File: src/rtl/echo_ctrl.sv
// echo_ctrl: echo delay-line controller that mixes in the sample from DELAY samples ago with feedback gain
// and writes the saturated mix back into the circular sample buffer
module echo_ctrl #(
  parameter int DATA_WIDTH = 31,
  parameter int ADDR_WIDTH = 15,
  parameter int SIZE       = 20000
) (
  input  logic                         clk_i,
  input  logic                         rst_i,
  input  logic signed [DATA_WIDTH-1:0] sample_in_i,
  input  logic                         sample_valid_i,
  input  logic        [ADDR_WIDTH-1:0] delay_i,
  input  logic        [7:0]            gain_i,
  output logic signed [DATA_WIDTH-1:0] sample_out_o,
  output logic                         out_valid_o,
  output logic                         busy_o,
  output logic                         overrun_o,
  output logic                         mem_we_o,
  output logic        [ADDR_WIDTH-1:0] mem_addr1_o,
  output logic        [ADDR_WIDTH-1:0] mem_addr2_o,
  output logic signed [DATA_WIDTH-1:0] mem_di_o,
  input  logic signed [DATA_WIDTH-1:0] mem_do2_i
);
  localparam int DW = DATA_WIDTH;
  localparam int AW = ADDR_WIDTH;
  localparam int PW = DW + 9;
  localparam int SW = DW + 2;
  localparam logic [AW:0] SIZE_W = (AW+1)'(SIZE);
  localparam logic [AW-1:0] DMAX = AW'(SIZE - 1);
  localparam logic signed [SW-1:0] SMAX = {3'b000, {(DW-1){1'b1}}};
  localparam logic signed [SW-1:0] SMIN = {3'b111, {(DW-1){1'b0}}};
  typedef enum logic [2:0] {IDLE, RD, W1, W2, MIX, WR} state_t;
  state_t state_q;
  logic signed [DW-1:0] in_q, echo_q, out_q, di_q, sat_d;
  logic [7:0] gain_q;
  logic [AW-1:0] dly_q, dly_d, raddr_d, wr_ptr_q, addr1_q, addr2_q;
  logic [AW:0] fill_q;
  logic valid_q, busy_q, overrun_q, we_q;
  logic signed [PW-1:0] prod_d;
  logic signed [SW-1:0] sum_d;
  always_comb begin
    dly_d   = (delay_i == '0) ? AW'(1) : ({1'b0, delay_i} >= SIZE_W) ? DMAX : delay_i;
    raddr_d = AW'({1'b0, wr_ptr_q} + ((wr_ptr_q >= dly_d) ? '0 : SIZE_W) - {1'b0, dly_d});
    prod_d  = {{9{echo_q[DW-1]}}, echo_q} * {{(PW-8){1'b0}}, gain_q};
    sum_d   = {{2{in_q[DW-1]}}, in_q} + SW'(prod_d >>> 8);
    sat_d   = (sum_d > SMAX) ? SMAX[DW-1:0] : (sum_d < SMIN) ? SMIN[DW-1:0] : sum_d[DW-1:0];
  end
  // Memory contents are undefined after reset, so slots older than the fill level read as silence
  always_ff @(posedge clk_i) begin
    if (rst_i) begin
      state_q   <= IDLE;
      in_q      <= '0;
      echo_q    <= '0;
      out_q     <= '0;
      di_q      <= '0;
      gain_q    <= '0;
      dly_q     <= '0;
      wr_ptr_q  <= '0;
      addr1_q   <= '0;
      addr2_q   <= '0;
      fill_q    <= '0;
      valid_q   <= 1'b0;
      busy_q    <= 1'b0;
      overrun_q <= 1'b0;
      we_q      <= 1'b0;
    end else begin
      if (sample_valid_i && state_q != IDLE) overrun_q <= 1'b1;
      case (state_q)
        IDLE: if (sample_valid_i) begin
          in_q    <= sample_in_i;
          gain_q  <= gain_i;
          dly_q   <= dly_d;
          addr2_q <= raddr_d;
          busy_q  <= 1'b1;
          state_q <= RD;
        end
        RD: state_q <= W1;
        W1: state_q <= W2;
        W2: begin
          echo_q  <= (fill_q < {1'b0, dly_q}) ? '0 : mem_do2_i;
          state_q <= MIX;
        end
        MIX: begin
          out_q   <= sat_d;
          di_q    <= sat_d;
          addr1_q <= wr_ptr_q;
          we_q    <= 1'b1;
          valid_q <= 1'b1;
          state_q <= WR;
        end
        WR: begin
          we_q     <= 1'b0;
          valid_q  <= 1'b0;
          busy_q   <= 1'b0;
          wr_ptr_q <= (wr_ptr_q == DMAX) ? '0 : wr_ptr_q + 1'b1;
          fill_q   <= (fill_q == SIZE_W) ? fill_q : fill_q + 1'b1;
          state_q  <= IDLE;
        end
        default: state_q <= IDLE;
      endcase
    end
  end
  assign sample_out_o = out_q;
  assign out_valid_o  = valid_q;
  assign busy_o       = busy_q;
  assign overrun_o    = overrun_q;
  assign mem_we_o     = we_q;
  assign mem_addr1_o  = addr1_q;
  assign mem_addr2_o  = addr2_q;
  assign mem_di_o     = di_q;
endmodule

File: config.mk
export PLATFORM = sky130hd
export DESIGN_NAME = echo_ctrl
export DESIGN_NICKNAME = d
export VERILOG_FILES = /design/src/rtl/echo_ctrl.sv
export SDC_FILE = /design/constraint.sdc
export NUM_CORES = 1
export LEC_CHECK = 0
export CAP_MARGIN = 40
export CORE_UTILIZATION = 54
export DETAILED_ROUTE_END_ITERATION = 8
export GPL_TIMING_DRIVEN = 1
export PLACE_DENSITY = 0.88
export SLEW_MARGIN = 25
export SYNTH_ARGS = -nofsm -noshare
export SYNTH_HDL_FRONTEND = slang
export SYNTH_SLANG_ARGS = --single-unit
File: constraint.sdc
create_clock -name clk_i -period 7.03 [get_ports clk_i]
set_input_delay 1.0545 -clock clk_i [delete_from_list [all_inputs] [get_ports clk_i]]
set_output_delay 1.0545 -clock clk_i [all_outputs]
set_load 0.01 [all_outputs]
# Word-level counts from Yosys, hierarchy flattened
# Index checks and enable logic that the tools add are counted.
# word_totals
regBits	183
latch_bits	0
ramBits	0
romBits	0
in_bits	88
out_inout_bits	96
word_cells	54
n_memories	0
# op_classes
addsub	5
multipliers	1
div_mod_pow	0
n_lt_le_gt_ge	5
eq_ne	8
shift	0
mux	12
n_bitwise	1
reduce_logical	9
# op_table
operator	count
$mux 31	3
$mux 15	4
$mul 31x9->40	1
$add 31x32->33	1
$gt 33x31->1 const B	1
$lt 33x31->1 const B	1
$add 16x1->16 const B	1
$eq 16x15->1 const B	1
$lt 16x15->1	1
$add 15x1->15 const B	1
$add 15x15->15	1
$eq 15x15->1 const B	1
$ge 15x15->1	1
$ge 15x15->1 const B	1
$logic_not 15->1	1
$pmux 3 s5	1
$sub 15x15->15	1
$eq 3x2->1 const B	2
$eq 3x3->1 const B	2
$reduce_and 2->1	3
$pmux 1 s2	2
$reduce_bool 2->1	2
$eq 3x1->1 const B	1
$logic_not 3->1	1
6 further kinds	6

# Logic depth before layout (Yosys ltp)
# logic_depth
ltp_word	7
mapped_depth	34
ltp_nobuf	31

# Worst setup path before layout
# No wires, ideal clock.
# synth_path
path_type	register -> register
startpoint	register gain_q[2]
endpoint	register di_q[29], in the netlist mem_di_o[29]
setup_ps	86
t_arrival_ps	7182
required_ps	6944
slack_ps	-238
path_stages_with_launch	32
path_buffers	2
period_less_slack_ps	7268
cell_sequence	dfxtp_1 clkbuf_1 nand2_1 fa_1 inv_1 fa_1 fa_1 inv_1 fa_1 inv_1 ha_1 nand4_1 nor2_1 a221oi_1 nand3_1 a21bo_2 and2_1 o21ai_0 nand2b_1 xor2_1 ha_1 nand2_1 o21ai_1 a2111oi_0 nor2_1 a41o_1 a221o_1 xor2_1 nor3b_2 buf_4 o31ai_1 a211oi_1
# synth_via
elab_chain_cells	5
elab_cells_between_ends	6
cone_classes	add/sub (1); mul (1); order compare (2); mux (2)
# synth_lines
element	line	text
from (decl)	35	logic [7:0] gain_q;
from (signal assigned)	71	gain_q <= gain_i;
$mul 31x9->40 *	44	prod_d = {{9{echo_q[DW-1]}}, echo_q} * {{(PW-8){1'b0}}, gain_q};
$add 31x32->33 *	45	sum_d = {{2{in_q[DW-1]}}, in_q} + SW'(prod_d >>> 8);
$lt 33x31->1	46	sat_d = (sum_d > SMAX) ? SMAX[DW-1:0] : (sum_d < SMIN) ? SMIN[DW-1:0] : sum_d[DW-1:0];
$mux 31	46	
$mux 31 *	46	
to (signal assigned)	85	di_q <= sat_d;
to (decl)	34	logic signed [DW-1:0] in_q, echo_q, out_q, di_q, sat_d;
# Mark *: on every way between the ends. The rest lies on a longest branch, timed or not.
# A chain may end at the register's enable or synchronous reset.

# Worst setup path in the final report
# layout_path
startpoint	register gain_q[2]
endpoint	register di_q[1], in the netlist mem_di_o[1]
# Same word-level chain as after synthesis.

==> out/results.ini <==
[outcome]
status = finished with violations
violations = setup timing

[cts]
clk_latency_ns = 0.48
cts_buffers = 17
cts_sinks = 183
cts_buffer_depth = 2
h-tree-depth = 4
clockRootBuffer = clkbuf_16
clkTransAtPathRegs_ns = 0.08
cts_tree = done

[placed_design]
hpwl_mm = 38.1
gp_congestion = 0.910
port_buffers = 183
dpl.cell_count = 2872

[finish]
multi_input_area_sq_um = 13400
final_cells = 2946
seq_area_sq_um = 3710
fillers = 2286
antenna_cells = 0
area_delta_synth_final_pct = 28.9
layout.nets = 2933
layout-drive-gt1-share = 0.169

[worst_setup_path]
crit_start = gain_q[2]$_SDFFE_PP0P_
cp_top_family = adder cells
endpoint = mem_di_o[1]$_SDFFE_PP0P_
crit_path_max_fanout = 12
cp_slowest_cell = fa_1
worstPathArrival_ns = 7.77
critical_path_class = register to register
reg2reg_to = mem_di_o[1]$_SDFFE_PP0P_
rr_worst_depth = 33
cp.buffers_inverters = 9
crit_cells = 33
cp-end-kind = register
r2r-start = gain_q[2]$_SDFFE_PP0P_
critPathMaxStageDelay_ns = 0.55
ff2ff_setup_slack_ns = -0.39
cp_common_cell = fa_1
start_kind = register
required_ns = 7.38

[sta]
min_period_ns = 7.42
worst_slack_ns = -0.389
final_hold_viol_count = 0
rsz0062_at_grt = true
final.setup_skew_ns = 0.0133
finalCritPeriodShare = 1.06
max_slew_margin = 0.498
max_freq_mhz = 135
setup_violations = 30
drv_slew = 0
worstMarginPinSlew_ns = 0.753

[die]
num_io_pins = 184
core_area_sq_um = 32800
initial_utilization = 0.553
die_w_um = 185
die_y_um = 185
dieArea_sq_um = 34300
rows = 66

[drt]
route.vias.total = 16773
drtIter0Drc = 1261
dr_wl_met2_mm = 27.0
drtPass1Iterations = 6
wl_per_cell_um = 18.0
top_layer_used = met4
wl_met3_mm = 3.46
wirelength_mm = 53.0
via_per_inst = 5.69
wl_met1_mm = 20.5
drc = 0
ant_nets = 0

[logic_synthesis]
synth_nets = 2594
syn_avg_cell_area_sq_um = 8.42
syn-cell-area_sq_um = 18100
yosysTopAreaCellShare = 0.221
synthArstFlopShare = 0
synth_top_area_cell = fa_1
synth_edf_count = 0
syn_inst = 2152
yosys-top-cells-area = fa_1, dfxtp_1, ha_1, nand2_1, inv_1
ys_types = 73
yosysWarnings = 0
synth-seq-cells = 183
synth_seq_area_share = 0.202
synth-main-ff-cell = dfxtp_1

[power]
ir_worst_vdd_v = 0.000197
power_frac_clock = 0.370
switchingPower_uw = 854
sw_frac_of_total = 0.320
seq_power_share = 0.422
internal_power_uw = 1820
p_leak_uw = 0.0111
power_frac_comb = 0.208
power_uw = 2670
pwr_density_cell_nw_per_um2 = 114

[global_routing]
grt_use_total = 0.303
overflow = 0
antenna_found_initial = 0
grt_pass1_wl_mm = 82.2
grt_start_max_net_pins = 65
grt_pass1_vias = 16917

[run]
drv_cap = 0

[worst_hold_path]
min_path_type = register to register

-- kinds of logic after synthesis --
family | after synthesis | share of synthesized area
AO/OA/AOI/OAI | 378 | 0.139
XOR/XNOR | 94 | 0.0454
adder cells (fa/ha/maj) | 354 | 0.327
buffers and inverters | 400 | 0.0915
flip-flops | 183 | 0.202
multiplexers | 2 | 0.00124
AND/OR/NAND/NOR | 741 | 0.194
-- worst reg2reg max path, delay by kind of cell, from the launching register on --
family,cells,cell delay [ns]
buffers and inverters,9,0.99
adders and majority gates,6,2.67
and+or+nand+nor,7,1.04
xor gates and xnor gates,2,0.43
DFF,1,0.42
AOI/OAI and AO/OA,9,1.74
-- power groups by stage --
stage	clock, uW	combinational [uW]	sequential [uW]
2_1_floorplan	0	272	1140
3_3_place_gp	0	481	1150
3_5_place_dp	0	497	1150
4_1_cts	982	514	1130
5_1_grt	1030	597	1130
6_report	987	556	1130
-- final cells by class --
type | instances | share of cell area
Multi-Input combinational cell | 1569 | 0.574
Timing Repair Buffer | 444 | 0.175
Clock buffer | 17 | 0.0182
Sequential cell | 183 | 0.159
Inverter | 276 | 0.0443
Clock inverter | 15 | 0.00669
Tap cell | 442 | 0.0237
-- metrics by stage --
step           TNS, ns  hold WS, ns  instance area [sq um]  setup slack (ns)  utilization
2_1_floorplan        0        0.436                  18200          0.000662            -
3_3_place_gp    -15.32        0.442                  21600            -0.622        0.659
3_5_place_dp    -20.78        0.447                  21600            -0.751        0.660
4_1_cts          -5.22        0.460                  22700            -0.210        0.691
5_1_grt         -17.11        0.477                  23400            -0.642        0.713
6_report        -10.75        0.461                  23400            -0.389        0.713
-- worst min path at each step --
stage	start	to	slack, ns	cells after the start
3_5_place_dp	mem_addr2_o[13]$_SDFFE_PP0P_	mem_addr2_o[13]$_SDFFE_PP0P_	0.45	2
3_3_place_gp	busy_o$_SDFFE_PP0P_	busy_o$_SDFFE_PP0P_	0.44	2
5_1_grt	mem_addr2_o[12]$_SDFFE_PP0P_	mem_addr2_o[12]$_SDFFE_PP0P_	0.48	2
2_1_floorplan	dly_q[14]$_SDFFE_PP0P_	dly_q[14]$_SDFFE_PP0P_	0.44	2
6_report	mem_addr2_o[2]$_SDFFE_PP0P_	mem_addr2_o[2]$_SDFFE_PP0P_	0.46	2
4_1_cts	mem_addr1_o[6]$_SDFFE_PP0P_	mem_addr1_o[6]$_SDFFE_PP0P_	0.46	2
-- cells in the final DEF (no fill, tap or decap), types with 25 or more instances in the layout --
master	count
a22o_1	31
a211oi_1	25
and2_1	160
fa_1	197
inv_1	270
xnor2_1	58
a21oi_1	125
dfxtp_1	165
o21ai_0	37
ha_1	139
buf_4	236
clkdlybuf4s50_1	182
nor2_1	138
nand2_1	291
a21o_1	29
xor2_1	34
-- metal layers --
| layer | vias to the layer above | global-route usage |
|---|---|---|
| met5 | - | 0 |
| met4 | 0 | 0.127 |
| met3 | 180 | 0.0438 |
| met2 | 716 | 0.544 |
| met1 | 8221 | 0.360 |
| li1 | 7656 | - |
-- cells in the mapped netlist, types with 31 or more instances --
| master | count |
|---|---|
| xor2_1 | 36 |
| nand2_1 | 300 |
| ha_1 | 154 |
| nor2_1 | 142 |
| buf_4 | 35 |
| fa_1 | 200 |
| dfxtp_1 | 183 |
| a21oi_1 | 135 |
| clkbuf_1 | 74 |
| and2_1 | 162 |
| inv_1 | 276 |
| a211oi_1 | 33 |
| a22o_1 | 31 |
| o21ai_0 | 42 |
| xnor2_1 | 58 |
-- flip-flops by register name, indices dropped and copies added, names as in the netlist, 3 cells and up --
name,count
mem_addr1_o,15
wr_ptr_q,15
mem_addr2_o,15
gain_q,8
mem_di_o,31
state_q,3
echo_q,31
fill_q,16
in_q,31
dly_q,15
-- repair_timing --
action                                  4_1_cts  5_1_grt
gates cloned                                  4        3
hold buffers                                  0        0
gates resized for setup                      63       95
endpoints found under the setup margin       31       34
setup buffers                                20       15
pin swaps                                    25       98
No activity file was read; power rests on OpenSTA's default activity.
